==> config.mk <==
export PLATFORM = sky130hd
export DESIGN_NAME = spi_adc_responder
export DESIGN_NICKNAME = d
export VERILOG_FILES = /design/src/rtl/spi_adc_responder_pkg.sv /design/src/rtl/spi_adc_responder_input_sync.sv /design/src/rtl/spi_adc_responder.sv
export SDC_FILE = /design/constraint.sdc
export NUM_CORES = 1
export LEC_CHECK = 0
export CAP_MARGIN = 20
export CELL_PAD_IN_SITES_DETAIL_PLACEMENT = 1
export CELL_PAD_IN_SITES_GLOBAL_PLACEMENT = 1
export CORE_ASPECT_RATIO = 0.9
export CORE_MARGIN = 2
export CORE_UTILIZATION = 41
export CTS_CLUSTER_DIAMETER = 30
export DETAILED_ROUTE_END_ITERATION = 7
export PLACE_DENSITY_LB_ADDON = 0.2
export SLEW_MARGIN = 20
export SYNTH_ARGS = -nofsm -noshare
export SYNTH_HDL_FRONTEND = slang
export SYNTH_SLANG_ARGS = --single-unit
export TNS_END_PERCENT = 30
==> constraint.sdc <==
create_clock -name clk -period 2.5 [get_ports clk]
set_input_delay 0.5 -clock clk [delete_from_list [all_inputs] [get_ports clk]]
set_output_delay 0.5 -clock clk [all_outputs]
set_load 0.01 [all_outputs]
==> src/rtl/spi_adc_responder_pkg.sv <==
// Shared constants and FSM encoding for the SPI ADC responder and the
// controller that talks to it.
package spi_adc_responder_pkg;

    localparam int CMD_LEN     = 4;
    localparam int SAMPLE_W    = 10;
    localparam int RESP_LEN    = 2 * SAMPLE_W;
    localparam int SYNC_STAGES = 2;
    localparam int CNT_W       = 5;

    localparam logic [CMD_LEN-1:0] EXPECT_CMD = 4'b1110;
    localparam logic [CNT_W-1:0]   FRAME_BITS = CNT_W'(CMD_LEN + RESP_LEN);
    localparam logic [CNT_W-1:0]   CMD_LAST   = CNT_W'(CMD_LEN - 1);

    typedef enum logic [1:0] {
        ST_IDLE = 2'd0,
        ST_CMD  = 2'd1,
        ST_RESP = 2'd2,
        ST_HOLD = 2'd3
    } spi_state_t;

endpackage

==> src/rtl/spi_adc_responder_input_sync.sv <==
// Multi-flop synchronizer for one SPI pin, with single-cycle rise/fall pulses.
// Ports:
//   clk, rst_n     system clock, async active-low reset
//   i_d            asynchronous pin
//   o_level        synchronized level
//   o_rise/o_fall  one-cycle pulses on synchronized edges
// Resets to 0 so a pin already low when reset is released never looks like
// a fresh falling edge.
module spi_adc_responder_input_sync #(
    parameter int STAGES = 2
) (
    input  logic clk,
    input  logic rst_n,
    input  logic i_d,
    output logic o_level,
    output logic o_rise,
    output logic o_fall
);

    logic [STAGES-1:0] r_sync;
    logic              r_prev;

    always_ff @(posedge clk or negedge rst_n) begin
        if (!rst_n) begin
            r_sync <= '0;
            r_prev <= 1'b0;
        end else begin
            r_sync <= {r_sync[STAGES-2:0], i_d};
            r_prev <= r_sync[STAGES-1];
        end
    end

    assign o_level = r_sync[STAGES-1];
    assign o_rise  = r_sync[STAGES-1] & ~r_prev;
    assign o_fall  = ~r_sync[STAGES-1] & r_prev;

endmodule

==> src/rtl/spi_adc_responder.sv <==
// SPI mode-0 target model of a two-channel 10-bit ADC.
// Receives a 4-bit command, answers with {ch1_sample, ch0_sample} MSB first.
// All SPI pins are oversampled on clk; nothing is clocked by sclk.
// Ports:
//   clk, rst_n              system clock, async active-low reset
//   sclk_i, cs_i, data_i    SPI pins from the controller
//   data_o, data_oe         response data and its output enable
//   ch0_sample, ch1_sample  parallel samples, snapshotted at CS fall
//   cmd_word, cmd_valid     last command and its completion pulse
//   cmd_error               command differed from EXPECT_CMD (level)
//   frame_done/frame_abort  CS-rise pulses for full / short-or-long frames
//   busy                    FSM outside IDLE
//
// state   | meaning
// IDLE    | waiting for CS fall
// CMD     | shifting in command bits on sclk rise
// RESP    | driving response bits on sclk fall
// HOLD    | response finished, output off, counting extra clocks
module spi_adc_responder
    import spi_adc_responder_pkg::*;
(
    input  logic                clk,
    input  logic                rst_n,
    input  logic                sclk_i,
    input  logic                cs_i,
    input  logic                data_i,
    output logic                data_o,
    output logic                data_oe,
    input  logic [SAMPLE_W-1:0] ch0_sample,
    input  logic [SAMPLE_W-1:0] ch1_sample,
    output logic [CMD_LEN-1:0]  cmd_word,
    output logic                cmd_valid,
    output logic                cmd_error,
    output logic                frame_done,
    output logic                frame_abort,
    output logic                busy
);

    logic w_sclk_rise, w_sclk_fall, w_unused_sclk_level;
    logic w_cs_rise, w_cs_fall, w_unused_cs_level;
    logic w_data_level, w_unused_data_rise, w_unused_data_fall;

    spi_adc_responder_input_sync #(.STAGES(SYNC_STAGES)) u_sync_sclk (
        .clk(clk), .rst_n(rst_n), .i_d(sclk_i),
        .o_level(w_unused_sclk_level), .o_rise(w_sclk_rise), .o_fall(w_sclk_fall)
    );

    spi_adc_responder_input_sync #(.STAGES(SYNC_STAGES)) u_sync_cs (
        .clk(clk), .rst_n(rst_n), .i_d(cs_i),
        .o_level(w_unused_cs_level), .o_rise(w_cs_rise), .o_fall(w_cs_fall)
    );

    spi_adc_responder_input_sync #(.STAGES(SYNC_STAGES)) u_sync_data (
        .clk(clk), .rst_n(rst_n), .i_d(data_i),
        .o_level(w_data_level), .o_rise(w_unused_data_rise), .o_fall(w_unused_data_fall)
    );

    spi_state_t           r_state, w_state;
    logic [CNT_W-1:0]     r_cnt, w_cnt;
    logic [CMD_LEN-1:0]   r_cmd, w_cmd;
    logic [RESP_LEN-1:0]  r_resp, w_resp;
    logic                 r_data_o, w_data_o;
    logic                 r_err, w_err;
    logic                 r_valid, w_valid;
    logic                 r_done, w_done;
    logic                 r_abort, w_abort;
    logic [CMD_LEN-1:0]   w_cmd_shift;

    assign w_cmd_shift = {r_cmd[CMD_LEN-2:0], w_data_level};

    always_ff @(posedge clk or negedge rst_n) begin
        if (!rst_n) begin
            r_state  <= ST_IDLE;
            r_cnt    <= '0;
            r_cmd    <= '0;
            r_resp   <= '0;
            r_data_o <= 1'b0;
            r_err    <= 1'b0;
            r_valid  <= 1'b0;
            r_done   <= 1'b0;
            r_abort  <= 1'b0;
        end else begin
            r_state  <= w_state;
            r_cnt    <= w_cnt;
            r_cmd    <= w_cmd;
            r_resp   <= w_resp;
            r_data_o <= w_data_o;
            r_err    <= w_err;
            r_valid  <= w_valid;
            r_done   <= w_done;
            r_abort  <= w_abort;
        end
    end

    // r_cnt counts sclk rises for the whole frame, so a full frame ends at
    // FRAME_BITS and extra clocks in HOLD push it past that.
    always_comb begin
        w_state  = r_state;
        w_cnt    = r_cnt;
        w_cmd    = r_cmd;
        w_resp   = r_resp;
        w_data_o = r_data_o;
        w_err    = r_err;
        w_valid  = 1'b0;
        w_done   = 1'b0;
        w_abort  = 1'b0;

        // CS rise has priority over any sclk edge seen in the same cycle.
        if (r_state != ST_IDLE && w_cs_rise) begin
            w_state  = ST_IDLE;
            w_data_o = 1'b0;
            if (r_state == ST_HOLD && r_cnt == FRAME_BITS) begin
                w_done = 1'b1;
            end else begin
                w_abort = 1'b1;
            end
        end else begin
            case (r_state)
                ST_IDLE: begin
                    if (w_cs_fall) begin
                        w_state = ST_CMD;
                        w_resp  = {ch1_sample, ch0_sample};
                        w_cnt   = '0;
                        w_err   = 1'b0;
                    end
                end
                ST_CMD: begin
                    if (w_sclk_rise) begin
                        w_cmd = w_cmd_shift;
                        w_cnt = r_cnt + 1'b1;
                        if (r_cnt == CMD_LAST) begin
                            w_valid = 1'b1;
                            w_state = ST_RESP;
                            if (w_cmd_shift != EXPECT_CMD) begin
                                w_err  = 1'b1;
                                w_resp = '0;
                            end
                        end
                    end
                end
                ST_RESP: begin
                    if (w_sclk_rise) begin
                        w_cnt = r_cnt + 1'b1;
                    end
                    // The fall after the last rise retires the final bit.
                    if (w_sclk_fall) begin
                        if (r_cnt == FRAME_BITS) begin
                            w_state  = ST_HOLD;
                            w_data_o = 1'b0;
                        end else begin
                            w_data_o = r_resp[RESP_LEN-1];
                            w_resp   = {r_resp[RESP_LEN-2:0], 1'b0};
                        end
                    end
                end
                ST_HOLD: begin
                    if (w_sclk_rise && r_cnt != '1) begin
                        w_cnt = r_cnt + 1'b1;
                    end
                end
                default: w_state = ST_IDLE;
            endcase
        end
    end

    assign data_o      = r_data_o;
    assign data_oe     = (r_state == ST_RESP);
    assign cmd_word    = r_cmd;
    assign cmd_valid   = r_valid;
    assign cmd_error   = r_err;
    assign frame_done  = r_done;
    assign frame_abort = r_abort;
    assign busy        = (r_state != ST_IDLE);

endmodule
## After elaboration in Yosys (flattened, before gate mapping)

Cells that the tools add are included.

- $add $sub $neg: 1
- Equality and inequality tests: 20
- Mux-type cells: 35
- Bitwise logic cells: 9
- Reductions and logical operators: 17

Operators by type and width:

| cell | number |
|---|---|
| $mux W20 | 6 |
| $pmux W20 S3 | 1 |
| $mux W1 | 16 |
| $mux W5 | 3 |
| $pmux W5 S3 | 1 |
| $mux W2 | 6 |
| $reduce_and A6 Y1 | 2 |
| $ne A2 B1 Y1 const B | 4 |
| $ne A2 B2 Y1 const B | 4 |
| $reduce_and A8 Y1 | 1 |
| $reduce_bool A2 Y1 | 4 |
| $ne A3 B1 Y1 const B | 2 |
| $ne A3 B3 Y1 const B | 2 |
| $pmux W2 S3 | 1 |
| $add A5 B1 Y5 const B | 1 |
| $eq A5 B2 Y1 const B | 1 |
| $eq A5 B5 Y1 const B | 1 |
| $ne A5 B5 Y1 const B | 1 |
| $not A1 Y1 | 5 |
| $and A1 B1 Y1 | 4 |
| $eq A2 B2 Y1 const B | 2 |
| $ne A4 B4 Y1 const B | 1 |
| $reduce_and A4 Y1 | 1 |
| $reduce_bool A4 Y1 | 1 |
| other kinds (9) | 11 |

- Register bits after elaboration: 44
- Input bits: 25
- Logic and storage cells: 96

## Logic depth before layout (Yosys ltp)

Gate-level depths: netlist (run 1).

- Word-level depth: 5
- Mapped depth: 8
- Depth with buffers taken out: 7

## Cells and area by module

Synthesis (run 1) repeated with hierarchy kept, for this count alone.

- Cells, all modules: 220
- Area total of the unflattened synthesis: 2331.0 sq um

By module, submodules not included:

| module | instances | cells each | area an instance (sq um) |
|---|---|---|---|
| spi_adc_responder | 1 | 205 | 2060.7 |
| spi_adc_responder_input_sync | 3 | 5 | 90.1 |

## Least setup slack after synthesis (run 1)

No wires, ideal clock.

- Kind: register -> register
- Start: register r_cnt[0]
- End: register r_resp[0]
- Setup time: 125 ps
- Data arrival time: 2185 ps
- Data required time: 2375 ps
- Setup slack: 191 ps
- Stages on the path, launching flop included: 7
- Clock period less this slack: 2309 ps
- Cell sequence: dfrtp_1 ha_1 or4b_4 o31a_1 a2111oi_4 buf_6 mux2_2

- Cells in the longest elaborated chain, start to end: 3
- Elaborated cells on any way between the ends: 5
- Classes of those cells: eq/ne (4); reduce/logical (1)

RTL lines:

| element | RTL line | source |
|---|---|---|
| start, declared | spi_adc_responder.sv:59 | `logic [CNT_W-1:0] r_cnt, w_cnt;` |
| start signal, assigned | spi_adc_responder.sv:84 | `r_cnt <= w_cnt;` |
| $eq A5 B2 Y1 or $eq A5 B5 Y1 (tied branches) | spi_adc_responder.sv:131, spi_adc_responder.sv:147 |  |
| $ne A2 B2 Y1 (no source line) | n/a |  |
| $reduce_and A8 Y1 (no source line) (*) | n/a |  |
| end signal, assigned | spi_adc_responder.sv:86 | `r_resp <= w_resp;` |
| end, declared | spi_adc_responder.sv:61 | `logic [RESP_LEN-1:0] r_resp, w_resp;` |

Every way passes the cells marked *; elsewhere a longest branch is shown, timed or not.
A chain may end at the register's enable or synchronous reset.

## Worst setup path after layout (run 1)

- Start: register r_cnt[1]
- End: register r_resp[8]

The elaborated chain is that of the path after synthesis.

==> flow_summary.rst, run 1 <==
.. list-table::
   :header-rows: 1

   * - Metric
     - Value
   * - Fraction of the yosys area taken by sequential cells
     - 50.4%
   * - Quantity of gates resized following cts
     - 0
   * - Placed cells
     - 308
   * - Wire length reported by the detailed router
     - 4570 µm
   * - First-pass GRT wire length
     - 7530 µm
   * - #FFs+latches synth
     - 44
   * - Layout cells sized above 1
     - 16.7%
   * - Async set-reset flop share out of synthesis
     - 100%
   * - Final hold slack
     - 0.165 ns
   * - Placed instance area
     - 0.00263 mm²
   * - Crit Path Class
     - flip-flop to flip-flop
   * - Die Outline Area
     - 0.00593 mm²
   * - Drt initial violations
     - 44
   * - Syn Inst Count
     - 208
   * - Number of port buffers
     - 35
   * - Overflow after GRT
     - 0
   * - Synth unique cells
     - 33
   * - Via total after detailed routing
     - 1618
   * - Number of setup violations in the final report
     - 0
   * - Clock sink count
     - 44
   * - Final non-filler cell total
     - 318
   * - I/O pin cnt
     - 36
   * - Max Fclk
     - 416 MHz
   * - Core Footprint
     - 0.00519 mm²
   * - Status
     - finished, final reports clean
   * - Setup clock skew after layout
     - 0.00420 ns
   * - Die extent in y
     - 73.2 µm
   * - Leading post-synthesis cells by cell area
     - sky130_fd_sc_hd__dfrtp_1, sky130_fd_sc_hd__mux2_2, sky130_fd_sc_hd__o21ai_0
   * - Width of the die
     - 80.9 µm
   * - Largest fanout on the critical path
     - 10
   * - Pre-CTS WS
     - 0.0977 ns
   * - DRC violations left
     - 0
   * - Number of max-slew violations in the final report
     - 0
   * - DR WL/cell
     - 14.4 µm
   * - Number of enable flip-flop cells after synthesis
     - 0
   * - Count of final hold-check violations
     - 0
   * - Antenna diode instance count
     - 0
   * - Leakage dissipation
     - 1.28 nW
   * - Latest clock arrival within the worst-skew pair
     - 0.30 ns
   * - CTS tree
     - built
   * - Number of CTS-inserted buffers
     - 5
   * - Biggest cell delay along the critical path
     - 0.50 ns
   * - Clock slew at reported path FFs
     - 0.08 ns
   * - Share of the synthesized area in the top cell type
     - 50.4%
   * - Final Instance Area
     - 0.00277 mm²
   * - Worst ir drop on vdd
     - 0.502 mV
   * - Syn avg cell area
     - 10.5 µm²
   * - Yosys synthesis warning count
     - 0
   * - Slowest cell on crit path
     - sky130_fd_sc_hd__or4b_4
   * - Net count after synthesis
     - 241
   * - Vias in the first global route
     - 1547
   * - Per-cell via count in the routed design
     - 5.09
   * - Pin count of the biggest net entering global routing
     - 45
   * - Category of the worst setup path launch point
     - flip-flop
   * - Post-route setup slack
     - 0.0972 ns
   * - RD Place Congestion
     - 0.831
   * - Power Dens Cells
     - 1160 mW/mm²
   * - Minimum period implied by the final worst setup slack
     - 2.40 ns
   * - Buffers from clock root to sink, at most
     - 2
   * - Number of H-tree branching levels
     - 2
   * - Relative slew slack
     - 54.9%
   * - Area delta synth->final
     - 27.0%
   * - Nets
     - 283
   * - Crit path arrival time
     - 2.59 ns
   * - Cell Rows
     - 25
   * - Required time of the critical path
     - 2.68 ns
   * - CP cell instances
     - ha_1, or4b_4, o31a_1, a2111oi_4, buf_4, clkbuf_16, mux2_2
   * - Number of antenna violations at the first check in global routing
     - 0
   * - Antenna Violating Nets Remaining
     - 0
   * - Number of detailed-route iterations in the first pass
     - 4
   * - Number of cells on the critical path
     - 7
   * - Starting Density
     - 42.0%
   * - Worst Tran Pin Value
     - 0.676 ns
   * - HPWL after detailed placement
     - 3240 µm
   * - Post-synth top area cell
     - sky130_fd_sc_hd__dfrtp_1
   * - R2r worst-path depth
     - 7
   * - Global routing usage summed across all routing layers
     - 16.8%
   * - Worst path top cell family by delay
     - compound AO/OA/AOI/OAI gates
   * - Cell area after technology mapping
     - 0.00218 mm²
   * - Fraction of the cycle the final worst path needs
     - 96.1%
   * - Crit end category
     - flip-flop
   * - Leading register cell type out of synthesis
     - sky130_fd_sc_hd__dfrtp_1
   * - Cts hold-fix bufs
     - 0
   * - Buffering stage count on the worst path with inverters included
     - 2
   * - Max-cap violation count
     - 0
   * - Kind of path behind the tightest hold check
     - input port to asynchronous set/reset pin
   * - Root buffer selected by CTS
     - sky130_fd_sc_hd__clkbuf_8
## final timing paths
path	end	startpoint	slack, ns
min	r_state[1]	rst_n	0.17
max	r_resp[8]	r_cnt[1]	0.1
max in group asynchronous	u_sync_cs.r_sync[1]	rst_n	2.12
min in group clk	u_sync_data.r_sync[1]	u_sync_data.r_sync[0]	0.36
max reg2reg	r_resp[8]	r_cnt[1]	0.1
min reg2reg	u_sync_data.r_sync[1]	u_sync_data.r_sync[0]	0.36
## registers in the layout, summed over array words and instances, names as in the netlist, 2 cells and up
signal              count
r_resp                 20
r_cnt                   5
cmd_word                4
r_state                 2
u_sync_cs.r_sync        2
u_sync_data.r_sync      2
u_sync_sclk.r_sync      2
## worst reg2reg max path: stages, from the launching register on
cell and delay [ns]:
sky130_fd_sc_hd__dfrtp_1 0.37, sky130_fd_sc_hd__ha_1 0.21, sky130_fd_sc_hd__or4b_4 0.50, sky130_fd_sc_hd__o31a_1 0.32, sky130_fd_sc_hd__a2111oi_4 0.20, sky130_fd_sc_hd__buf_4 0.20, sky130_fd_sc_hd__clkbuf_16 0.16, sky130_fd_sc_hd__mux2_2 0.33
## metal layers
layer / part of all wire [%] / track usage (%) / wire (µm) / vias to the layer above
met5: 0 / 0 / 0 / -
met4: 1.0 / 5.08 / 46 / 0
met3: 3.7 / 3.84 / 168 / 5
met2: 49 / 26.0 / 2260 / 26
met1: 46 / 23.7 / 2100 / 808
li1: - / - / - / 779
## area by class of cell
| cell class | instances | area [µm²] |
|---|---|---|
| clock buffers | 6 | 72.6 |
| clock inverters | 2 | 35.0 |
| fillers | 604 | 2420 |
| inverters | 27 | 101 |
| multi-input cells | 130 | 940 |
| flip-flops and latches | 44 | 1100 |
| well taps | 67 | 83.8 |
| repair buffers | 42 | 440 |
## placed cells by master (no fill, tap or decap), types with 4 or more instances in the layout
cell,Yosys,layout
sky130_fd_sc_hd__clkbuf_8,0,5
sky130_fd_sc_hd__ha_1,8,8
sky130_fd_sc_hd__dfrtp_1,44,44
sky130_fd_sc_hd__nand2b_1,4,4
sky130_fd_sc_hd__o21ai_0,24,24
sky130_fd_sc_hd__nand2_1,28,28
sky130_fd_sc_hd__nand3_1,4,4
sky130_fd_sc_hd__buf_4,0,4
sky130_fd_sc_hd__inv_1,27,27
sky130_fd_sc_hd__mux2_2,24,24
sky130_fd_sc_hd__nor2_1,6,6
sky130_fd_sc_hd__clkdlybuf4s50_1,0,34
## power by group
group	internal, mW	switching (mW)	leakage (nW)
Combinational	0.826	0.761	0.673
Clock	0.297	0.236	0.0552
Sequential	0.955	0.153	0.552
Total	2.08	1.15	1.28
## cell families after synthesis
family                     synth area share [%]
muxes                                      14.3
and+or+nand+nor                            13.5
buffers and inverters                      6.53
DFF                                        50.4
AOI/OAI and AO/OA                          10.7
adders and majority gates                  4.58
## through the flow
step / TNS [ns] / util, % / power (mW)
floorplan: 0 / - / 2.16
global placement: 0 / 50.7 / 2.59
detailed placement: 0 / 50.7 / 2.64
CTS: 0 / 52.8 / 3.19
global route: -0.120 / 53.4 / 3.49
finish: 0 / 53.4 / 3.23
## what timing repair did
action,CTS,global route
setup buffers,0,1
hold endpoints to repair,0,0
endpoints found under the setup margin,0,20
## cells in the mapped netlist, types with 2 or more instances
cell type                  number
sky130_fd_sc_hd__o21ai_0       24
sky130_fd_sc_hd__mux2i_1        3
sky130_fd_sc_hd__nor2b_1        3
sky130_fd_sc_hd__a21oi_1        2
sky130_fd_sc_hd__nand2_1       28
sky130_fd_sc_hd__and2_1         2
sky130_fd_sc_hd__nand2b_1       4
sky130_fd_sc_hd__inv_1         27
sky130_fd_sc_hd__nand3b_1       2
sky130_fd_sc_hd__o31a_1         2
sky130_fd_sc_hd__buf_6          2
sky130_fd_sc_hd__ha_1           8
sky130_fd_sc_hd__mux2_2        24
sky130_fd_sc_hd__nand3_1        4
sky130_fd_sc_hd__clkbuf_1       5
sky130_fd_sc_hd__nor3_1         2
sky130_fd_sc_hd__nor2_1         6
sky130_fd_sc_hd__and4b_1        2
sky130_fd_sc_hd__dfrtp_1       44
Power figures use the tool's default switching activity.
==> run 2, diff against run 1 <==
Settings changed: GPL_ROUTABILITY_DRIVEN set to 0.
==> results of run 2 <==
Same layout as run 1: the final DEF is identical, and so are final timing and power.
==> run 3, diff against run 2 <==
Settings changed: CTS_CLUSTER_DIAMETER 30 to 60.
==> results of run 3 <==
Same layout as run 1: the final DEF is identical, and so are final timing and power.
